## src/rtl/run_ctrl_pkg.sv

```systemverilog
// run_ctrl_pkg: FSM state encoding and status-bit indices shared by run_ctrl and its users.
package run_ctrl_pkg;
  typedef enum logic [1:0] {IDLE, HOLD, RUN, DONE} state_e;
  localparam int unsigned ST_PASS    = 0;
  localparam int unsigned ST_FAIL    = 1;
  localparam int unsigned ST_TIMEOUT = 2;
  localparam int unsigned ST_W       = 3;
endpackage

```

## src/rtl/sync_fifo.sv

```systemverilog
// sync_fifo: first-word-fall-through FIFO; push while full is accepted only alongside a pop.
module sync_fifo #(
  parameter int unsigned WIDTH = 8,
  parameter int unsigned DEPTH = 8
) (
  input  logic             clk,
  input  logic             rst_n,
  input  logic             push,
  input  logic             pop,
  input  logic [WIDTH-1:0] wdata,
  output logic [WIDTH-1:0] rdata,
  output logic             full,
  output logic             empty
);
  localparam int unsigned AW = $clog2(DEPTH);
  logic [WIDTH-1:0] mem_q [DEPTH];
  logic [AW:0] wr_q, rd_q, wr_d, rd_d;
  logic do_push, do_pop;
  // Extra pointer bit tells full from empty when the index bits match.
  assign empty   = wr_q == rd_q;
  assign full    = (wr_q[AW] != rd_q[AW]) && (wr_q[AW-1:0] == rd_q[AW-1:0]);
  assign do_pop  = pop && !empty;
  assign do_push = push && (!full || do_pop);
  assign wr_d    = wr_q + {{AW{1'b0}}, do_push};
  assign rd_d    = rd_q + {{AW{1'b0}}, do_pop};
  assign rdata   = mem_q[rd_q[AW-1:0]];
  always_ff @(posedge clk) begin
    if (!rst_n) begin
      wr_q <= '0;
      rd_q <= '0;
    end else begin
      wr_q <= wr_d;
      rd_q <= rd_d;
    end
  end
  always_ff @(posedge clk) begin
    if (do_push) mem_q[wr_q[AW-1:0]] <= wdata;
  end
endmodule

```

## src/rtl/run_ctrl.sv

```systemverilog
// run_ctrl: holds a core in reset, times its run, detects tohost termination and logs every store.
module run_ctrl
  import run_ctrl_pkg::*;
#(
  parameter int unsigned       DATA_W       = 32,
  parameter int unsigned       ADDR_W       = 32,
  parameter int unsigned       CNT_W        = 32,
  parameter int unsigned       RESET_CYCLES = 4,
  parameter int unsigned       MAX_CYCLES   = 100,
  parameter logic [ADDR_W-1:0] TOHOST_ADDR  = 'h54,
  parameter logic [DATA_W-1:0] PASS_VAL     = 1,
  parameter int unsigned       LOG_DEPTH    = 8
) (
  input  logic              clk,
  input  logic              reset,
  input  logic              run_en,
  input  logic              memwrite,
  input  logic [ADDR_W-1:0] aluout,
  input  logic [DATA_W-1:0] writedata,
  output logic              core_reset,
  output logic              done,
  output logic              pass,
  output logic              fail,
  output logic              timeout,
  output logic [CNT_W-1:0]  cycle_count,
  output logic              log_valid,
  input  logic              log_ready,
  output logic [ADDR_W-1:0] log_addr,
  output logic [DATA_W-1:0] log_data,
  output logic              log_overflow
);
  localparam int unsigned HW = $clog2(RESET_CYCLES + 1);
  state_e           state_q;
  logic [HW-1:0]    hold_q;
  logic [CNT_W-1:0] cnt_q;
  logic             core_reset_q, done_q, ovf_q;
  logic [ST_W-1:0]  status_q;
  logic             in_run, term, push, pop, full, empty;
  assign in_run = state_q == RUN;
  assign term   = memwrite && (aluout == TOHOST_ADDR);
  assign push   = in_run && memwrite;
  assign pop    = !empty && log_ready;
  always_ff @(posedge clk) begin
    if (!reset) begin
      state_q      <= IDLE;
      hold_q       <= '0;
      cnt_q        <= '0;
      core_reset_q <= 1'b1;
      done_q       <= 1'b0;
      status_q     <= '0;
    end else begin
      case (state_q)
        IDLE: if (run_en) begin
          state_q <= HOLD;
          hold_q  <= '0;
        end
        HOLD: if (!run_en) state_q <= IDLE;
        else if (hold_q == HW'(RESET_CYCLES - 1)) begin
          state_q      <= RUN;
          core_reset_q <= 1'b0;
          cnt_q        <= '0;
        end else hold_q <= hold_q + HW'(1);
        RUN: if (term) begin
          // A termination store outranks a timeout landing in the same cycle.
          state_q           <= DONE;
          core_reset_q      <= 1'b1;
          done_q            <= 1'b1;
          status_q[ST_PASS] <= writedata == PASS_VAL;
          status_q[ST_FAIL] <= writedata != PASS_VAL;
        end else if (cnt_q == CNT_W'(MAX_CYCLES - 1)) begin
          state_q              <= DONE;
          core_reset_q         <= 1'b1;
          done_q               <= 1'b1;
          status_q[ST_TIMEOUT] <= 1'b1;
        end else if (cnt_q != '1) cnt_q <= cnt_q + CNT_W'(1);
        default: ;
      endcase
    end
  end
  always_ff @(posedge clk) begin
    if (!reset) ovf_q <= 1'b0;
    else ovf_q <= ovf_q | (push && full && !pop);
  end
  sync_fifo #(
    .WIDTH(ADDR_W + DATA_W),
    .DEPTH(LOG_DEPTH)
  ) u_log (
    .clk  (clk),
    .rst_n(reset),
    .push (push),
    .pop  (pop),
    .wdata({aluout, writedata}),
    .rdata({log_addr, log_data}),
    .full (full),
    .empty(empty)
  );
  assign core_reset   = core_reset_q;
  assign done         = done_q;
  assign pass         = status_q[ST_PASS];
  assign fail         = status_q[ST_FAIL];
  assign timeout      = status_q[ST_TIMEOUT];
  assign cycle_count  = cnt_q;
  assign log_valid    = !empty;
  assign log_overflow = ovf_q;
endmodule
```

## config.mk

```make
export PLATFORM = sky130hd
export DESIGN_NAME = run_ctrl
export DESIGN_NICKNAME = d
export VERILOG_FILES = /design/src/rtl/run_ctrl_pkg.sv /design/src/rtl/sync_fifo.sv /design/src/rtl/run_ctrl.sv
export SDC_FILE = /design/constraint.sdc
export NUM_CORES = 1
export LEC_CHECK = 0
export BUFFER_PORTS_ARGS = -buffer_cell sky130_fd_sc_hd__buf_2
export CAP_MARGIN = 20
export CORE_MARGIN = 5
export CORE_UTILIZATION = 60
export CTS_BUF_LIST = sky130_fd_sc_hd__clkbuf_16
export DETAILED_ROUTE_END_ITERATION = 6
export PLACE_DENSITY = 0.8
export SLEW_MARGIN = 15
export SYNTH_ARGS = -nofsm -noshare
export SYNTH_HDL_FRONTEND = slang
export SYNTH_SLANG_ARGS = --single-unit
```

## constraint.sdc

```tcl
create_clock -name clk -period 10.3 [get_ports clk]
set_input_delay 2.06 -clock clk [delete_from_list [all_inputs] [get_ports clk]]
set_output_delay 2.06 -clock clk [all_outputs]
set_load 0.1 [all_outputs]
```

* After elaboration in Yosys (flattened, before gate mapping) *
Memory sizes are Yosys's and may differ from the RTL's. A register that Yosys moved wholly into a read port is not among the register bits.
Cells that the tools add are included.

word-level totals
  register bits = 51
  bits in writable memories = 512
  bits of input ports = 69
  output and inout bits = 103
  word-level logic and storage cells = 85
  memories = 1

operators by class
  add/subtract/negate cells = 4
  eq/ne operators = 20
  multiplexer cells = 24
  bitwise operators = 2
  reductions and logical operators = 24

memories
  name         depth  width  rd ports  clocked after Yosys merged registers in  write ports  line             source
  u_log.mem_q  8      64     1         1                                        1            sync_fifo.sv:16  logic [WIDTH-1:0] mem_q [DEPTH];

operators with widths
  kind                                                  number
  two-way mux 32 bit                                    5
  equality test 32 x 7 -> 1 bit, second input constant  2
  case mux 32 bit (2 select lines)                      1
  adder 32 x 1 -> 32 bit, second input constant         1
  equality test 32 x 1 -> 1 bit, second input constant  1
  != test 32 x 1 -> 1 bit, second input constant        1
  != test 32 bit, second input constant                 1
  two-way mux 3 bit                                     4
  != test 2 bit, second input constant                  6
  AND reduction 4 bit                                   3
  two-way mux 2 bit                                     5
  adder 4 x 1 -> 4 bit                                  2
  logical AND 1 bit                                     8
  two-way mux 1 bit                                     6
  case mux 2 bit (3 select lines)                       1
  case mux 3 bit (2 select lines)                       1
  AND reduction 6 bit                                   1
  nonzero test 2 bit                                    3
  equality test 4 bit                                   1
  AND reduction 2 bit                                   2
  adder 3 x 1 -> 3 bit, second input constant           1
  equality test 3 x 2 -> 1 bit, second input constant   1
  equality test 3 bit                                   1
  logical NOT 1 bit                                     3
  13 further kinds                                      13

* Depth between registers and ports, before layout *
  depth after elaboration = 8
  gate-level depth with buffers = 11

* Hierarchy *
Synthesis repeated with hierarchy kept, for this count alone.

second synthesis, totals
  cell total of the unflattened synthesis = 1,167
  area total of the unflattened synthesis = 22,525.4 um^2

by module, submodules not included
  module     instances  cells an instance  area each (um^2)  sequential area each (um^2)
  sync_fifo  1          798                19,713.9          15,534.9
  run_ctrl   1          369                2,811.4           860.8

* Worst setup path before layout *
Ideal clock, no wire load.

  kind = input to register
  start point = input port log_ready
  end point = memory u_log.mem_q[0][0] in the netlist's numbering (enable)
  setup time = 578 ps
  data arrival time = 7,289 ps
  required time = 9,722 ps
  setup slack = 2,433 ps
  stages on the path = 5
  cells stage by stage = nor2_1 > nand4_1 > nor2b_1 > nor2b_1 > nor3b_1

between the ends
  longest elaborated chain between the ends = 6

RTL lines
  what                                     line             source
  from (decl)                              run_ctrl.sv:27   input logic log_ready,
  logical AND 1 bit                        run_ctrl.sv:42   assign pop = !empty && log_ready;
  logical AND 1 bit                        sync_fifo.sv:22  assign do_pop = pop && !empty;
  logical OR 1 bit                         sync_fifo.sv:23  assign do_push = push && (!full || do_pop);
  logical AND 1 bit                        sync_fifo.sv:23
  two-way mux 1 bit                        sync_fifo.sv:37  if (do_push) mem_q[wr_q[AW-1:0]] <= wdata;
  two-way mux 1 bit (not written as such)  sync_fifo.sv:37
  to (decl)                                sync_fifo.sv:16

Every way passes these cells.

==> summary.md <==
| Metric | Value |
|---|---|
| Status | `complete, no violations` |
| Worst-path fanout max | `76` |
| Synth top area cells | `edfxtp_1, mux4_2, dfxtp_1` |
| Synth warn | `0` |
| CTS H-Tree Depth | `2` |
| Initial core utilization | `60.56%` |
| Vias per cell | `roughly 6.3` |
| CTS Hold Bufs | `0` |
| Placed cell areas | `23,480 µm²` |
| Period minus WS final | `5.598 ns` |
| Die span in x | `201.8 µm` |
| Hold depth | `2` |
| DR WL/cell | `25.87 µm` |
| Avg Inst Size Synth | `19.67 µm²` |
| CTS tree | `built` |
| CTS Buffer Depth | `3` |
| Min-delay worst type | `reg2reg` |
| Dpl hpwl | `around 26,000 µm` |
| Worst R2R End | `u_log.mem_q[7][21]` |
| Setup violators final | `0` |
| Initial antenna violation count | `7` |
| GPL Wtd Cong | `0.9404` |
| DRC | `0` |
| Hold Path Sink | `status_q[0]` |
| #FFs+latches synth | `563` |
| Crit end category | `primary output` |
| Clock Pin Slew Worst Setup and Hold Paths | `0.06 ns` |
| Final non-filler cell total | `1,832` |
| CTS resizes | `0` |
| Peak supply drop | `0.1307 mV` |
| FFs w/ async S/R, synth | `0%` |
| List of most frequent post-synthesis cells | `edfxtp_1, mux4_2, mux2_2` |
| Req. time, crit path | `8.24 ns` |
| Num CTS Buffers | `53` |
| Critical R2R Launch | `u_log.rd_q[1]` |
| Final Cycle Share | `54.35%` |
| PortBufs | `171` |
| Fill cell count | `2,291` |
| Syn Nets | `about 1,200` |
| Vias in the first global route | `~12,000` |
| Max Clock Freq | `0.1786 GHz` |
| Grt ovf | `0` |
| Pleak | `0.008124 µW` |
| Unique cell type count in the Yosys netlist | `53` |
| Post-synth EDFFs | `512` |
| Clk_lat worst skew | `0.57 ns` |
| HP Start | `status_q[0]` |
| Layout Nets | `1,395` |
| Max Cap Viol | `0` |
| CTS sink cnt | `563` |
| Pwr Density | `175.3 nW/µm²` |
| Synthesis-to-finish area growth | `13.89%` |
| RSZ-0062 raised after global routing | `no` |
| Slew Viols, Final | `0` |
| Largest net degree at the start of global routing | `77` |
| Slew at the pin with the worst max-slew slack | `roughly 1.2 ns` |
| First-pass GRT wire length | `72,720 µm` |
| Most common cell in the synthesized netlist | `edfxtp_1` |
| Reg-to-reg slack, setup | `6.77 ns` |
| Syn Inst Count | `1,122` |
| DIE AREA | `40,710 µm²` |
| Core footprint | `36,430 µm²` |
| Hold slack | `0.4564 ns` |
| GR Util All Layers | `23.43%` |
| Final ANT Viol Nets | `0` |
| Via count | `11,580` |
| Synth Cell Area | `22,060 µm²` |
| Placed Cells | `1,726` |
| Max Clock Skew | `0.01761 ns` |
| Final TNS setup | `0 ns` |
| Worst Path Arrival | `3.54 ns` |
| DR iter-0 viols | `921` |
| Rows | `70` |
| Share of cells above drive strength 1 | `34.36%` |
| Register area share after synthesis | `74.31%` |
| FF-to-FF path depth | `6` |
| Setup crit start kind | `register` |
| Cell area after layout | `approximately 25,000 µm²` |
| Final Hold Fails | `0` |
| Synth area leader | `edfxtp_1` |
| Synth top area share | `69.68%` |
| Slew HR | `20.46%` |
| # Post-CTS Setup Buffers | `0` |
| Die Span Y | `201.8 µm` |
| Dominant synthesized flop cell | `edfxtp_1` |
| Drt pass-1 iters | `5` |
| WS Path Type | `reg2out` |
| Final wirelength | `47,390 µm` |
| Num ports | `around 170` |
| Root buf cell | `clkbuf_16` |
==> cells by family (layout without fill, tap and decap cells) <==
family                   after synthesis  in the layout  share of synthesized area [%]
flip-flops                           563            563                          74.31
multiplexers                         193            193                          16.38
AND/OR/NAND/NOR                      197            197                          4.865
AO/OA/AOI/OAI                         86             86                          2.319
XOR/XNOR                               8              8                         0.3176
adder cells (fa/ha/maj)               12             12                         0.6804
other                                  0              5                              0
buffers and inverters                 63            300                          1.134
==> flip-flops by register name, indices dropped and copies added (netlist names), 2 cells and up <==
register,cells
state_q,2
cycle_count,32
status_q,3
u_log.mem_q,512
u_log.rd_q,4
hold_q,3
u_log.wr_q,4
==> routing by layer <==
metal | GRT usage (%) | wire, µm | vias up
li1 | - | - | 5041
met1 | 33.02 | 18800 | 5967
met2 | 38.26 | 23630 | 487
met3 | 5.383 | 3991 | 77
met4 | 5.420 | 923 | 8
met5 | 0 | 47 | -
==> through the flow <==
step	power [µW]	util [%]	setup slack, ns
floorplan	2593	-	2.433
CTS	4433	68.88	4.574
detailed placement	2641	64.44	4.845
global route	4548	68.94	4.453
global placement	2636	64.44	4.974
finish	4406	68.97	4.702
==> report_power, final <==
group | switching, µW | internal [µW] | total [µW]
Clock | 801 | 1010 | 1810
Sequential | 2.46 | 2490 | 2490
Combinational | 72.9 | 27.3 | 100
Total | 877 | 3530 | 4410
==> cell type report <==
type	count	area [µm²]	share of cell area [%]
antenna	5	12.51	0.04979
multi-input combinational	496	5464	21.74
inverter	12	45.04	0.1792
clock inverter	45	242.7	0.9659
clock buffer	55	1376	5.477
tap	468	585.6	2.330
timing repair buffer	188	996.0	3.963
sequential	563	16410	65.29
==> worst max path at each step <==
stage	start	end
4_1_cts	u_log.rd_q[0]	log_data[0]
6_report	u_log.rd_q[1]	log_data[0]
3_3_place_gp	aluout[0]	cycle_count[28]
2_1_floorplan	log_ready	u_log.mem_q[0][0]
3_5_place_dp	aluout[0]	cycle_count[28]
5_1_grt	u_log.rd_q[0]	log_addr[1]
==> critical path, cell delays in order, from the launching register on <==
cell and delay, ns:
dfxtp_4 0.89, buf_4 0.96, mux4_2 0.43, mux2_2 0.31, buf_2 0.30
==> cells in the final DEF, fill, tap and decap left out, types with 3 or more instances in the layout <==
| master | count |
|---|---|
| a21oi_1 | 17 |
| a22oi_1 | 3 |
| a31oi_1 | 6 |
| and2_1 | 7 |
| and3_1 | 5 |
| and4_1 | 3 |
| buf_2 | 171 |
| buf_4 | 16 |
| clkbuf_16 | 55 |
| clkinv_1 | 13 |
| clkinv_2 | 13 |
| dfxtp_1 | 48 |
| dfxtp_4 | 3 |
| diode_2 | 5 |
| edfxtp_1 | 512 |
| ha_1 | 12 |
| inv_1 | 28 |
| mux2_2 | 64 |
| mux4_2 | 128 |
| nand2_1 | 39 |
| nand2b_1 | 3 |
| nand3_1 | 26 |
| nand4_1 | 18 |
| nor2_1 | 33 |
| nor2b_1 | 4 |
| nor3_1 | 8 |
| nor3b_2 | 3 |
| nor4_1 | 21 |
| nor4b_1 | 3 |
| o211ai_1 | 4 |
| o21ai_0 | 18 |
| o21ai_1 | 17 |
| o22ai_1 | 3 |
| o31ai_1 | 8 |
| or3_1 | 6 |
| or4_1 | 5 |
| xnor2_1 | 6 |
Power figures use the tool's default switching activity.
